<file path="config.mk">
export PLATFORM = sky130hd
export DESIGN_NAME = cnn_acc_feeder
export DESIGN_NICKNAME = d
export VERILOG_FILES = /design/src/rtl/cnn_acc_feeder.sv
export SDC_FILE = /design/constraint.sdc
export NUM_CORES = 2
export LEC_CHECK = 0
export ABC_AREA = 1
export ABC_CLOCK_PERIOD_IN_PS = 8000
export CORE_AREA = 2 2 419 421
export DETAILED_ROUTE_END_ITERATION = 16
export DIE_AREA = 0 0 421 423
export GPL_ROUTABILITY_DRIVEN = 0
export PLACE_DENSITY_LB_ADDON = 0.1
export SLEW_MARGIN = 25
export SYNTH_ARGS = -nofsm -noshare
export SYNTH_HDL_FRONTEND = slang
export SYNTH_SLANG_ARGS = --single-unit
</file>
<file path="constraint.sdc">
create_clock -name clk -period 8 [get_ports clk]
set_input_delay 1.6 -clock clk [delete_from_list [all_inputs] [get_ports clk]]
set_output_delay 1.6 -clock clk [all_outputs]
set_load 0.02 [all_outputs]
</file>
<file path="src/rtl/cnn_acc_feeder.sv">
// cnn_acc_feeder: packs a streamed frame of weights and fmap for cnn_acc_ci,
// runs it, soft-resets the accumulator and hands the result downstream.
module cnn_acc_feeder #(
  parameter int DATA_LEN = 8,
  parameter int ICH      = 3,
  parameter int KX       = 3,
  parameter int KY       = 3,
  parameter int IX       = 7,
  parameter int IY       = 4,
  parameter int OX       = 5,
  parameter int OY       = 2,
  parameter int TIMEOUT  = 64
) (
  input  logic                         clk,
  input  logic                         reset,
  input  logic                         s_valid,
  input  logic [DATA_LEN-1:0]          s_data,
  output logic                         s_ready,
  output logic [ICH*KX*KY*DATA_LEN-1:0] o_cnn_weight,
  output logic [ICH*IX*IY*DATA_LEN-1:0] o_in_fmap,
  output logic                         o_in_valid,
  output logic                         o_soft_reset,
  input  logic                         i_ot_valid,
  input  logic [OX*OY*DATA_LEN-1:0]    i_ot_ci_acc,
  output logic                         o_res_valid,
  output logic [OX*OY*DATA_LEN-1:0]    o_res_data,
  input  logic                         i_res_ready,
  output logic                         o_busy,
  output logic                         o_err
);
  localparam int NW = ICH*KX*KY;
  localparam int NF = ICH*IX*IY;
  localparam int TW = $clog2(TIMEOUT) + 1;
  typedef enum logic [2:0] {IDLE, LOAD_W, LOAD_F, RUN, SRST, SRST_ERR, RESULT} state_t;
  state_t        state_q;
  logic [6:0]    cnt_q;
  logic [TW-1:0] tmr_q;
  logic          beat;
  // s_ready is held low during reset so nothing is consumed by a discarded frame
  assign s_ready      = ~reset & (state_q inside {IDLE, LOAD_W, LOAD_F});
  assign beat         = s_valid & s_ready;
  assign o_in_valid   = state_q == RUN;
  assign o_soft_reset = state_q inside {SRST, SRST_ERR};
  assign o_res_valid  = state_q == RESULT;
  assign o_busy       = state_q != IDLE;
  always_ff @(posedge clk) begin
    if (reset) begin
      state_q      <= IDLE;
      cnt_q        <= '0;
      tmr_q        <= '0;
      o_cnn_weight <= '0;
      o_in_fmap    <= '0;
      o_res_data   <= '0;
      o_err        <= 1'b0;
    end else begin
      case (state_q)
        IDLE: if (beat) begin
          o_cnn_weight[0 +: DATA_LEN] <= s_data;
          cnt_q   <= 7'(NW == 1 ? 0 : 1);
          state_q <= NW == 1 ? LOAD_F : LOAD_W;
        end
        LOAD_W: if (beat) begin
          o_cnn_weight[cnt_q*DATA_LEN +: DATA_LEN] <= s_data;
          cnt_q <= cnt_q == 7'(NW-1) ? '0 : cnt_q + 7'd1;
          if (cnt_q == 7'(NW-1)) state_q <= LOAD_F;
        end
        LOAD_F: if (beat) begin
          o_in_fmap[cnt_q*DATA_LEN +: DATA_LEN] <= s_data;
          cnt_q <= cnt_q == 7'(NF-1) ? '0 : cnt_q + 7'd1;
          if (cnt_q == 7'(NF-1)) begin
            state_q <= RUN;
            tmr_q   <= '0;
          end
        end
        RUN: begin
          tmr_q <= tmr_q + 1'b1;
          if (i_ot_valid) begin
            o_res_data <= i_ot_ci_acc;
            state_q    <= SRST;
          end else if (tmr_q == TW'(TIMEOUT-1)) begin
            o_err   <= 1'b1;
            state_q <= SRST_ERR;
          end
        end
        SRST:     state_q <= RESULT;
        SRST_ERR: state_q <= IDLE;
        RESULT:   if (i_res_ready) state_q <= IDLE;
        default:  state_q <= IDLE;
      endcase
    end
  end
endmodule

</file>
==> flow_summary.json <==
{
  "p_switching_mw": 3.160,
  "holdBufCountCts": 0,
  "drive_gt1_share_pct": 5.047,
  "wl_per_cell_um": 23.94,
  "worst_skew_pair.late_latency_ns": 0.80,
  "drc": 0,
  "ys_ff_latch": 986,
  "synth.top_cell.area_share_pct": 46.51,
  "area_growth_pct": 39.31,
  "grt_usage_pct": 25.14,
  "r2r-start": "cnt_q[0]",
  "drt_iter0_drc": 3497,
  "drv_slew": 0,
  "dp_cells": 9538,
  "ir_worst_vdd_uv": 182.7,
  "skew_ns": 0.04390,
  "ys_warn_count": 0,
  "status": "finished clean",
  "final_nets": 7434,
  "synth_cell_types": 35,
  "io_buffers": 1066,
  "row_count": 153,
  "synth.net_count": 6545,
  "fin_crit_ns": 5.057,
  "cts_resized": 0,
  "post-cts-setup-buffers": 0,
  "synth_top_flop_cell": "dfxtp_1",
  "finalNonFillerCells": 9762,
  "p_seq_share_pct": 42.7,
  "die_area_sq_mm": 0.1781,
  "p_leak_nw": 22.29,
  "cts_tree": "yes",
  "power_density_mw_per_mm2": 195.2,
  "syn_area_per_cell_sq_um": 6.584,
  "p_comb_share_pct": 8.2,
  "cp-end-kind": "flip-flop",
  "cp-start-kind": "flip-flop",
  "max_freq_ghz": 0.1977,
  "pin_count": 1067,
  "tightest_slew_ns": 1.115,
  "yosysSeqAreaShare_pct": 46.51,
  "root_buffer": "clkbuf_16",
  "cts_buffers": 120,
  "setup_viol": 0,
  "ys_top_cells_by_count": "1631 x nor2_1, 1559 x nand2_1, 986 x dfxtp_1",
  "cts.clk_slew.worst_paths_ns": 0.06,
  "power_switching_share_pct": 27.39,
  "vias": 45080,
  "hold_class": "flip-flop to flip-flop",
  "start_util_pct": 24.50,
  "maxCapViolations": 0,
  "cp.arrival_ns": 5.71,
  "clock_path_buffers": 3,
  "slew_headroom_pct": 25.61,
  "async_flop_share_pct": 0,
  "synth_most_common_cell": "nor2_1",
  "rsz0062_at_grt": "false",
  "antenna_found_initial": 17,
  "min_from": "tmr_q[4]",
  "avgViaCountPerCell": 4.618,
  "die_w_um": 421,
  "crit_start": "cnt_q[0]",
  "antenna_left": 0,
  "syn_inst": 6446,
  "grt_pass1_vias": 42130,
  "cts_htree_levels": 3,
  "grt_pass1_wl_um": 324300,
  "grt_max_degree": 199,
  "dp_hpwl_um": 175400,
  "die_h_um": 423,
  "cp.required_ns": 8.65,
  "p_int_mw": 8.379,
  "numClockSinks": 986,
  "grt-ovfl-total": 0,
  "fp.coreArea_sq_mm": 0.1732,
  "netlist_area_sq_mm": 0.04244,
  "synth_top_area_cell": "dfxtp_1",
  "drt-total-wl_um": 233700,
  "pwr-share-clk_pct": 49.1,
  "first_pass_iters": 6,
  "ys_top_cells_by_area": "dfxtp_1 47%, nor2_1 14%, nand2_1 14%",
  "min_period_over_period_pct": 63.21,
  "synth_edf_count": 0,
  "fin_tns_setup_ns": 0,
  "path_max_fanout": 39,
  "hold_viol_final": 0,
  "critical_path_class": "flip-flop to flip-flop"
}
## stage by stage
step                      hold WS (ns)  total power [mW]  setup WS, ns  cell area, sq um  utilization, %
after floorplan                 0.4208             5.564         3.994             42440               -
final                           0.4431             11.54         2.943             59120           34.13
after detailed placement        0.4378             5.990         2.531             55080           31.79
after global routing            0.4572             11.92         2.422             59110           34.12
after CTS                       0.4471             11.68         2.886             59090           34.11
after global placement          0.4324             5.988         2.690             55040           31.77
## power by group through the flow
| stage | sequential [mW] | combinational, mW | clock [mW] |
|---|---|---|---|
| final | 4.93 | 0.950 | 5.66 |
| after global routing | 4.93 | 1.02 | 5.97 |
| after CTS | 4.93 | 0.956 | 5.80 |
| after detailed placement | 5.04 | 0.954 | 0 |
| after global placement | 5.04 | 0.952 | 0 |
| after floorplan | 5.05 | 0.518 | 0 |
## worst paths after layout
kind	endpoint	slack, ns	cells past startpoint
setup reg to reg	o_in_fmap[385]	2.94	15
hold reg to reg	tmr_q[4]	0.44	2
hold / removal	tmr_q[4]	0.44	2
setup / recovery	o_in_fmap[385]	2.94	15
## cells by family (layout without fill, tap and decap cells)
kind of cell / after synthesis / after routing / synth area share, %
AO/OA/AOI/OAI: 679 / 679 / 8.067
XOR/XNOR: 2 / 2 / 0.04128
adder cells (fa/ha/maj): 6 / 6 / 0.1769
buffers and inverters: 955 / 1939 / 8.874
flip-flops: 986 / 986 / 46.51
other: 0 / 7 / 0
AND/OR/NAND/NOR: 3818 / 3818 / 36.33
## layout by cell type, fill, tap and decap left out, types with 4 or more instances in the layout
cell,Yosys,final
clkinv_1,7,5
inv_2,24,25
clkdlybuf4s50_1,0,1064
diode_2,0,7
clkinv_2,0,16
inv_1,560,557
buf_4,8,61
nor2_4,12,14
nand2_4,1,4
dfxtp_1,986,986
ha_1,6,4
o21bai_1,8,8
nor3_1,132,132
o21ai_0,440,440
a21oi_1,210,210
nor2_2,40,52
nand2_1,1559,1556
nor2_1,1631,1617
clkinvlp_4,0,4
nor3_2,4,4
nand3_1,351,351
o21ai_1,19,19
clkbuf_8,0,32
clkbuf_16,0,120
nand4_1,65,65
bufinv_16,0,7
nand3_2,5,5
clkbuf_1,203,32
nand2_2,7,6
## layout make-up
class | count | area [sq um]
antenna | 7 | 17.52
clock buffer | 184 | 3563
clock inverter | 33 | 452.9
fill | 18970 | 114100
inverter | 592 | 2241
multi-input combinational | 4505 | 19020
sequential | 986 | 19740
tap | 2325 | 2909
timing repair buffer | 1130 | 11180
## worst max-delay path, stage by stage (launching register included)
cell and delay, ns:
dfxtp_1 0.30, buf_4 0.34, inv_2 0.29, nand2_1 0.20
nand2_1 0.10, nand2_4 0.40, buf_4 0.59, nand2_2 0.08
buf_4 0.31, inv_2 0.52, buf_4 0.52, nand2_1 0.17
nor2_1 0.68, o21ai_0 0.20, nand2_1 0.11, nor2_1 0.04
## flip-flops by register name, summed over array words and instances (netlist names)
name          flops
tmr_q             7
o_in_fmap       672
cnt_q             7
state_q           3
o_err             1
o_cnn_weight    216
o_res_data       80
## per-layer routing
| layer | track usage [%] | share of wire (%) |
|---|---|---|
| met4 | 9.568 | 4.2 |
| met2 | 41.52 | 47 |
| met1 | 31.52 | 43 |
| met3 | 6.038 | 6.6 |
| met5 | 0 | 0.019 |
Power figures use the tool's default switching activity.
